**src/rtl/hyperbus_req_scheduler_pkg.sv**
```systemverilog
// hyperbus_sched_pkg: shared types and default parameters for the HyperBus request scheduler.
package hyperbus_sched_pkg;
    localparam int DefNumReq        = 3;
    localparam int DefAddrWidth     = 32;
    localparam int DefLenWidth      = 8;
    localparam int DefRecoverCycles = 4;
    localparam int DefMaxRtStreak   = 4;
    localparam int DefTimeoutCycles = 1024;

    typedef enum logic [1:0] {IDLE, CMD, XFER, RECOVER} sched_state_e;

    typedef struct packed {
        logic [DefAddrWidth-1:0] addr;
        logic                    write;
        logic [DefLenWidth-1:0]  len;
    } hb_cmd_t;
endpackage

```
**src/rtl/hyperbus_req_scheduler_rr_pick.sv**
```systemverilog
// hyperbus_rr_pick: first valid index at or after ptr, wrapping to the lowest valid index.
module hyperbus_rr_pick #(
    parameter int N = 3,
    parameter int W = $clog2(N)
) (
    input  logic [N-1:0] valid,
    input  logic [W-1:0] ptr,
    output logic [W-1:0] idx
);
    logic [N-1:0] masked;

    always_comb begin
        masked = '0;
        idx    = '0;
        for (int i = 0; i < N; i++) masked[i] = valid[i] && (i >= int'(ptr));
        for (int i = N - 1; i >= 0; i--) if (valid[i]) idx = W'(i);
        for (int i = N - 1; i >= 0; i--) if (masked[i]) idx = W'(i);
    end
endmodule

```
**src/rtl/hyperbus_req_scheduler.sv**
```systemverilog
// hyperbus_req_scheduler: shares one HyperBus PHY command channel among requesters with
// RT-first round-robin arbitration, a non-RT starvation bound, a CS# recovery gap and a watchdog.
module hyperbus_req_scheduler
    import hyperbus_sched_pkg::*;
#(
    parameter int NumReq        = DefNumReq,
    parameter int AddrWidth     = DefAddrWidth,
    parameter int LenWidth      = DefLenWidth,
    parameter int RecoverCycles = DefRecoverCycles,
    parameter int MaxRtStreak   = DefMaxRtStreak,
    parameter int TimeoutCycles = DefTimeoutCycles
) (
    input  logic                          clk_i,
    input  logic                          rst_i,
    input  logic [NumReq-1:0]             req_valid_i,
    output logic [NumReq-1:0]             req_ready_o,
    input  logic [NumReq-1:0]             req_rt_i,
    input  logic [NumReq*AddrWidth-1:0]   req_addr_i,
    input  logic [NumReq-1:0]             req_write_i,
    input  logic [NumReq*LenWidth-1:0]    req_len_i,
    output logic                          phy_valid_o,
    input  logic                          phy_ready_i,
    output logic [AddrWidth-1:0]          phy_addr_o,
    output logic                          phy_write_o,
    output logic [LenWidth-1:0]           phy_len_o,
    input  logic                          phy_done_i,
    output logic [$clog2(NumReq)-1:0]     grant_id_o,
    output logic                          busy_o,
    output logic                          timeout_o
);
    localparam int IdW = $clog2(NumReq);
    localparam int StW = $clog2(MaxRtStreak + 1);
    localparam int WdW = $clog2(TimeoutCycles + 1);
    localparam int RcW = $clog2(RecoverCycles + 1);

    sched_state_e      state, state_d;
    hb_cmd_t           cmd_q;
    logic [IdW-1:0]    win, win_q, ptr_rt, ptr_nrt, rt_idx, nrt_idx, ptr_nxt;
    logic [NumReq-1:0] rt_valid, nrt_valid;
    logic [StW-1:0]    streak;
    logic [WdW-1:0]    wdog;
    logic [RcW-1:0]    rcnt;
    logic              rt_q, use_nrt, accept, wd_fire;

    assign rt_valid  = req_valid_i & req_rt_i;
    assign nrt_valid = req_valid_i & ~req_rt_i;

    hyperbus_rr_pick #(.N(NumReq)) u_rt_pick  (.valid(rt_valid),  .ptr(ptr_rt),  .idx(rt_idx));
    hyperbus_rr_pick #(.N(NumReq)) u_nrt_pick (.valid(nrt_valid), .ptr(ptr_nrt), .idx(nrt_idx));

    // A full RT streak yields to waiting non-RT ports; an empty RT class also falls back to non-RT.
    assign use_nrt = (|nrt_valid && streak == StW'(MaxRtStreak)) || ~|rt_valid;
    assign win     = use_nrt ? nrt_idx : rt_idx;
    assign accept  = state == CMD && phy_ready_i;
    assign wd_fire = state == XFER && wdog == WdW'(TimeoutCycles - 1);
    assign ptr_nxt = (win_q == IdW'(NumReq - 1)) ? '0 : win_q + IdW'(1);

    assign phy_valid_o = state == CMD;
    assign req_ready_o = accept ? NumReq'(1) << win_q : '0;
    assign phy_addr_o  = AddrWidth'(cmd_q.addr);
    assign phy_write_o = cmd_q.write;
    assign phy_len_o   = LenWidth'(cmd_q.len);
    assign grant_id_o  = win_q;
    assign busy_o      = state != IDLE;
    assign timeout_o   = wd_fire && !phy_done_i;

    always_ff @(posedge clk_i or posedge rst_i)
        if (rst_i) state <= IDLE;
        else state <= state_d;

    always_comb begin
        state_d = state;
        case (state)
            IDLE:    state_d = |req_valid_i ? CMD : IDLE;
            CMD:     state_d = phy_ready_i ? XFER : CMD;
            XFER:    state_d = (phy_done_i || wd_fire) ? RECOVER : XFER;
            RECOVER: state_d = (rcnt == RcW'(RecoverCycles - 1)) ? IDLE : RECOVER;
            default: state_d = IDLE;
        endcase
    end

    always_ff @(posedge clk_i or posedge rst_i)
        if (rst_i) begin
            cmd_q   <= '0;
            win_q   <= '0;
            rt_q    <= 1'b0;
            ptr_rt  <= '0;
            ptr_nrt <= '0;
            streak  <= '0;
            wdog    <= '0;
            rcnt    <= '0;
        end else begin
            if (state == IDLE && |req_valid_i) begin
                win_q <= win;
                rt_q  <= req_rt_i[win];
                cmd_q <= '{addr:  DefAddrWidth'(req_addr_i[win*AddrWidth +: AddrWidth]),
                           write: req_write_i[win],
                           len:   DefLenWidth'(req_len_i[win*LenWidth +: LenWidth])};
            end
            if (accept) begin
                if (rt_q) ptr_rt <= ptr_nxt;
                else ptr_nrt <= ptr_nxt;
                streak <= !rt_q ? '0 : (streak == StW'(MaxRtStreak)) ? streak : streak + StW'(1);
            end
            wdog <= (state == XFER) ? wdog + WdW'(1) : '0;
            rcnt <= (state == RECOVER) ? rcnt + RcW'(1) : '0;
        end

    // The latched command is only valid while its requester keeps holding the request.
    a_req_hold: assert property (@(posedge clk_i) disable iff (rst_i)
        state == CMD |-> req_valid_i[win_q]);
endmodule
```
**config.mk**
```make
export PLATFORM = sky130hd
export DESIGN_NAME = hyperbus_req_scheduler
export DESIGN_NICKNAME = d
export VERILOG_FILES = /design/src/rtl/hyperbus_req_scheduler_pkg.sv /design/src/rtl/hyperbus_req_scheduler_rr_pick.sv /design/src/rtl/hyperbus_req_scheduler.sv
export SDC_FILE = /design/constraint.sdc
export NUM_CORES = 1
export LEC_CHECK = 0
export ABC_AREA = 0
export BUFFER_PORTS_ARGS = -buffer_cell sky130_fd_sc_hd__buf_4
export CORE_MARGIN = 2
export CORE_UTILIZATION = 53
export CTS_CLUSTER_DIAMETER = 200
export CTS_CLUSTER_SIZE = 25
export DETAILED_ROUTE_END_ITERATION = 6
export PLACE_DENSITY = 0.87
export SETUP_SLACK_MARGIN = 0.1
export SYNTH_ARGS = -nofsm -noshare
export SYNTH_HDL_FRONTEND = slang
export SYNTH_SLANG_ARGS = --single-unit
```
**constraint.sdc**
```tcl
create_clock -name clk_i -period 3.8 [get_ports clk_i]
set_input_delay 0.76 -clock clk_i [delete_from_list [all_inputs] [get_ports clk_i]]
set_output_delay 0.76 -clock clk_i [all_outputs]
set_load 0.03 [all_outputs]
```
# Word level (Yosys, flattened, before mapping)
# Index checks and enable logic that the tools add are counted.
[word_totals]
out_inout_bits = 49
word_cells = 88
reg_bits = 67
[classes]
mux = 28
n_reduce_logical = 23
magnitude_cmp = 7
n_eq_ne = 8
n_addsub = 4
n_bitwise = 4
n_shift = 3
[op_table]
columns = ["op", "n"]
rows = [
  ["96-bit by 8-bit variable part select with 32-bit output", 1],
  ["2-bit 2-to-1 mux", 16],
  ["24-bit by 6-bit variable part select with 8-bit output", 1],
  ["3-bit 2-to-1 mux", 4],
  ["11-bit by 1-bit adder with 11-bit output, second input constant", 1],
  ["11-bit by 10-bit equality test with 1-bit output, second input constant", 1],
  ["1-bit logical AND", 11],
  ["11-bit 2-to-1 mux", 1],
  ["3-bit OR reduction", 3],
  ["1-bit by 2-bit greater-or-equal comparator with 1-bit output, first input constant", 4],
  ["2-bit one-hot mux with 4 select lines", 1],
  ["3-bit by 1-bit adder with 3-bit output, second input constant", 2],
  ["3-bit bitwise AND", 2],
  ["2-bit equality test, second input constant", 3],
  ["2-bit AND reduction", 3],
  ["1-bit binary-select mux with 2-bit select", 2],
  ["2-bit greater-or-equal comparator, first input constant", 2],
  ["1-bit 2-to-1 mux", 4],
  ["3-bit by 2-bit equality test with 1-bit output, second input constant", 1],
  ["3-bit equality test, second input constant", 1],
  ["2-bit by 3-bit < comparator with 1-bit output, second input constant", 1],
  ["3-bit inverter", 1],
  ["1-bit by 2-bit << shifter with 3-bit output, first input constant", 1],
  ["2-bit by 1-bit adder with 2-bit output, second input constant", 1],
  ["7 further kinds", 9],
]

# Depth between registers and ports, before layout
[depth]
word_depth = 11
depth_mapped = 10

# Cells and area by module
# Synthesis repeated with hierarchy kept, for this count alone.
[hier_totals]
hier_cells = 380
hier_area_um2 = 3713.6
[modules_own_cells]
columns = ["mod", "seq_area_each_um2", "n_inst", "cells_each", "area_per_inst_um2"]
rows = [
  ["hyperbus_req_scheduler", 1676.6, 1, 366, 3611.0],
  ["hyperbus_rr_pick", 0.0, 2, 7, 51.3],
]

# Worst setup path after synthesis
# OpenSTA, ideal clock, no wires.
[synth_path]
path_type = "input to output"
from = "input port phy_ready_i"
to = "output port req_ready_o[0]"
path_slack_ns = 1.113
path_stages = 4
path_buffers = 1
arrival_ns = 1.927
cell_sequence = "nand2_1 > or2_2 > clkbuf_1 > nor3_1"
[synth_via]
elab_chain_cells = 2
[synth_lines]
columns = ["item", "line", "rtl"]
rows = [
  ["from (decl)", "hyperbus_req_scheduler.sv:22", "input logic phy_ready_i,"],
  ["1-bit logical AND", "hyperbus_req_scheduler.sv:54", "assign accept = state == CMD && phy_ready_i;"],
  ["3-bit 2-to-1 mux", "hyperbus_req_scheduler.sv:59", "assign req_ready_o = accept ? NumReq'(1) << win_q : '0;"],
  ["to (decl)", "hyperbus_req_scheduler.sv:16", "output logic [NumReq-1:0] req_ready_o,"],
]
# Every way passes these cells.

# Worst setup path after layout
[layout_path]
from = "register streak[0]"
to = "register cmd_q, in the netlist phy_len_o[3]"
[layout_via]
elab_chain_cells = 5
[layout_lines]
columns = ["item", "line", "rtl"]
rows = [
  ["from (decl)", "hyperbus_req_scheduler.sv:40", "logic [StW-1:0] streak;"],
  ["from (signal assigned)", "hyperbus_req_scheduler.sv:103", "streak <= !rt_q ? '0 : (streak == StW'(MaxRtStreak)) ? streak : streak + StW'(1);"],
  ["3-bit equality test", "hyperbus_req_scheduler.sv:52", "assign use_nrt = (|nrt_valid && streak == StW'(MaxRtStreak)) || ~|rt_valid;"],
  ["1-bit logical AND", "hyperbus_req_scheduler.sv:52", ""],
  ["1-bit logical OR", "hyperbus_req_scheduler.sv:52", ""],
  ["2-bit 2-to-1 mux", "hyperbus_req_scheduler.sv:53", "assign win = use_nrt ? nrt_idx : rt_idx;"],
  ["24-bit by 6-bit variable part select with 8-bit output", "hyperbus_req_scheduler.sv:98", "len: DefLenWidth'(req_len_i[win*LenWidth +: LenWidth])};"],
  ["to (signal assigned)", "hyperbus_req_scheduler.sv:96", "cmd_q <= '{addr: DefAddrWidth'(req_addr_i[win*AddrWidth +: AddrWidth]),"],
  ["to (decl)", "hyperbus_req_scheduler.sv:37", "hb_cmd_t cmd_q;"],
]
# Every way passes these cells.
# A chain may end at the register's enable or synchronous reset.

==> impl_metrics.ini <==
[grt]
grtUsageTotal_pct = 32.22
use_met1_pct = 41.20
use_met3_pct = 5.986
antenna_found_initial = 0
top_usage_layer = met2
grt_max_degree = 84
grt_pass1_wl_um = 22790
first_global_vias = 4748
overflow = 0
met2_usage_pct = 53.84

[clock_network]
clock_latency_ns = 0.35
clkTransAtPathRegs_ns = 0.08
clock_sinks = 67
htreeDepth = 3
cts_tree = yes
post-cts-setup-buffers = 0
ctsHoldBuffers = 0
ctsResizeCount = 0
cts_made_buffers = 9
clockBufferDepth = 2
root_buffer = clkbuf_8

[critical_path]
cp_num_buf_inv = 2
critPathTopFamily = compound AO/OA/AOI/OAI gates
path_max_fanout = 25
critPathRequiredTime_ns = 4.08
r2r_setup_slack_ns = 1.02
crit_path_cell_trace = inv_1 > ha_1 > nand2_1 > a31o_2 > a221oi_2 > nor3_4 > buf_4 > a221o_1
endpoint = phy_len_o[3]$_DFFE_PP0P_
path_depth = 8
worstRegToRegCells = 8
cp-end-kind = flop
max_stage_delay_ns = 0.58
cp_slowest_cell = nor3_4
r2r_end = phy_len_o[3]$_DFFE_PP0P_
crit_type = flop to flop
cp-startpoint = streak[0]$_DFFE_PP0P_
r2r_start = streak[0]$_DFFE_PP0P_
arrival_ns = 3.07
start_kind = flop

[drt]
wl_um = 14530
drtAntennaViolNets = 0
drc = 0
vias = 4848
dr.first_iter.drc_count = 349
firstDrtPassIters = 5
wl_per_cell_um = 19.32
vias_per_cell = 6.447

[synthesis]
synth_top_area_cell = dfrtp_1
synth_cells = 492
synth_area_mm2 = 0.004357
ys_seq_elements = 67
synth_area_per_cell_um2 = 8.855
synth_top_area_share_pct = 38.48
yosys-top-cells-area = dfrtp_1 (38%), o211ai_1 (14%), a221o_1 (9.4%)
async_reset_ff_share_pct = 100.0
synth_ff_type = dfrtp_1
synth-seq-area-share_pct = 38.48
yosys_warnings = 0
synth_edf_count = 0
syn_nets = 630
ys_types = 44

[power_and_ir_drop]
seqPwrFrac_pct = 31.1
swShare_pct = 42.67
p_switching_mw = 1.646
internal_power_mw = 2.212
irDropWorstVdd_v = 0.0003663
p_comb_share_pct = 51.1
finalPower_mw = 3.858
power_density_mw_per_mm2 = 644.0
p_leak_nw = 2.627
clkPwrFrac_pct = 17.8

[timing]
clock_skew_ns = 0.008446
slew_headroom_pct = 33.62
whs_ns = 0.4305
worst_pin_slew_ns = 0.9957
drv_slew = 0
final_hold_viol_count = 0
rsz0062_at_grt = false
setup_viol = 0
setup_tns_ns = 0
fmax_mhz = 359.1
min_period_ns = 2.785
post-route-period-util_pct = 73.28

[floorplan]
rows = 33
ios = 182
start_util_pct = 53.83
core_mm2 = 0.008093
die_w_um = 94.67
die_area_mm2 = 0.008961
die_height_um = 94.67

[placed_design]
dp_cells = 736
gp_congestion = 0.8562
post-dp-hpwl_um = 9711
port-buffer-count = 181

[cells_and_area]
stdcell_count = 752
fin_nets = 780
drive_gt1_share_pct = 33.85
fillers = 628
final_util_pct = 74.03
diodes = 0
area_growth_pct = 37.51

[min_path]
hold_class = primary input to async pin

[status]
status = completed

[job]
drv_cap = 0
[cell type report]
class | count | area [µm²] | share of cell area, %
Sequential cell | 67 | 1677 | 27.99
Clock inverter | 6 | 88.84 | 1.483
Timing Repair Buffer | 193 | 1461 | 24.39
Clock buffer | 10 | 137.6 | 2.297
Tap cell | 105 | 131.4 | 2.193
Inverter | 9 | 33.78 | 0.5639
Multi-Input combinational cell | 362 | 2461 | 41.08
[cell families after synthesis]
kind of cell,count (synthesis),synth area share [%]
mux,2,0.4595
flops,67,38.48
buf+inv,63,5.686
xor+xnor,8,1.608
simple gates,155,19.56
fa+ha+maj,5,1.436
compound gates,192,32.77
[per-stage QoR]
stage / area [µm²] / setup slack, ns
after floorplan: 4357 / 1.113
after global placement: 5764 / 0.7566
after detailed placement: 5764 / 0.6660
after CTS: 5991 / 1.012
after global routing: 5991 / 0.8062
final: 5991 / 1.015
[worst min path at each step]
stage          slack, ns                         end               from
2_1_floorplan       0.41           rcnt[0]$_DFF_PP0_  rcnt[0]$_DFF_PP0_
3_3_place_gp        0.42           rcnt[0]$_DFF_PP0_  rcnt[0]$_DFF_PP0_
3_5_place_dp        0.44           rcnt[0]$_DFF_PP0_  rcnt[0]$_DFF_PP0_
4_1_cts             0.45  phy_addr_o[17]$_DFFE_PP0P_              rst_i
5_1_grt             0.46  phy_addr_o[17]$_DFFE_PP0P_              rst_i
6_report            0.43  phy_addr_o[17]$_DFFE_PP0P_              rst_i
[cells in the mapped netlist (all sizes together), types with 5 or more instances]
| master | n |
|---|---|
| dfrtp | 67 |
| o21ai | 48 |
| nand3 | 49 |
| buf | 10 |
| inv | 9 |
| nand2b | 6 |
| ha | 5 |
| and2 | 43 |
| clkbuf | 44 |
| o211ai | 83 |
| nor2 | 17 |
| nand2 | 17 |
| a221o | 41 |
| a21oi | 5 |
| xor2 | 6 |
[per-layer routing]
layer / wire, µm / vias to the layer above
met5: 0 / -
met4: 407 / 0
met3: 1336 / 33
met2: 7107 / 282
met1: 5681 / 2350
li1: - / 2183
[layout by cell type, fill, tap and decap left out, types with 5 or more instances in the layout]
cell,Yosys,layout
dfrtp_1,67,67
clkbuf_8,0,10
ha_1,5,5
nand2b_1,6,6
and2_1,43,43
o211ai_1,83,83
o21ai_0,48,48
xor2_1,6,6
buf_4,0,192
a21oi_1,5,5
nor2_1,17,17
nand2_1,17,17
a221o_1,41,41
nand3_1,49,49
inv_1,9,8
[registers in the layout, summed over array words and instances, names as in the netlist]
| signal | flops |
|---|---|
| phy_len_o | 8 |
| ptr_nrt | 2 |
| ptr_rt | 2 |
| rcnt | 3 |
| wdog | 11 |
| streak | 3 |
| rt_q | 1 |
| phy_write_o | 1 |
| phy_addr_o | 32 |
| state | 2 |
| grant_id_o | 2 |
[power by group through the flow]
stage               sequential [mW]  clock, mW  combinational, mW
global placement               1.20          0               1.90
detailed placement             1.20          0               1.96
finish                         1.20      0.686               1.97
CTS                            1.19      0.687               1.97
global route                   1.23      0.717               2.11
floorplan                      1.56          0              0.872
[worst reg2reg max path, cell delays in order (launching register included)]
cell and delay [ns]:
dfrtp_1 0.35, inv_1 0.07, ha_1 0.22, nand2_1 0.18
a31o_2 0.48, a221oi_2 0.19, nor3_4 0.58, buf_4 0.43
a221o_1 0.22
(Power assumes the default switching activity.)
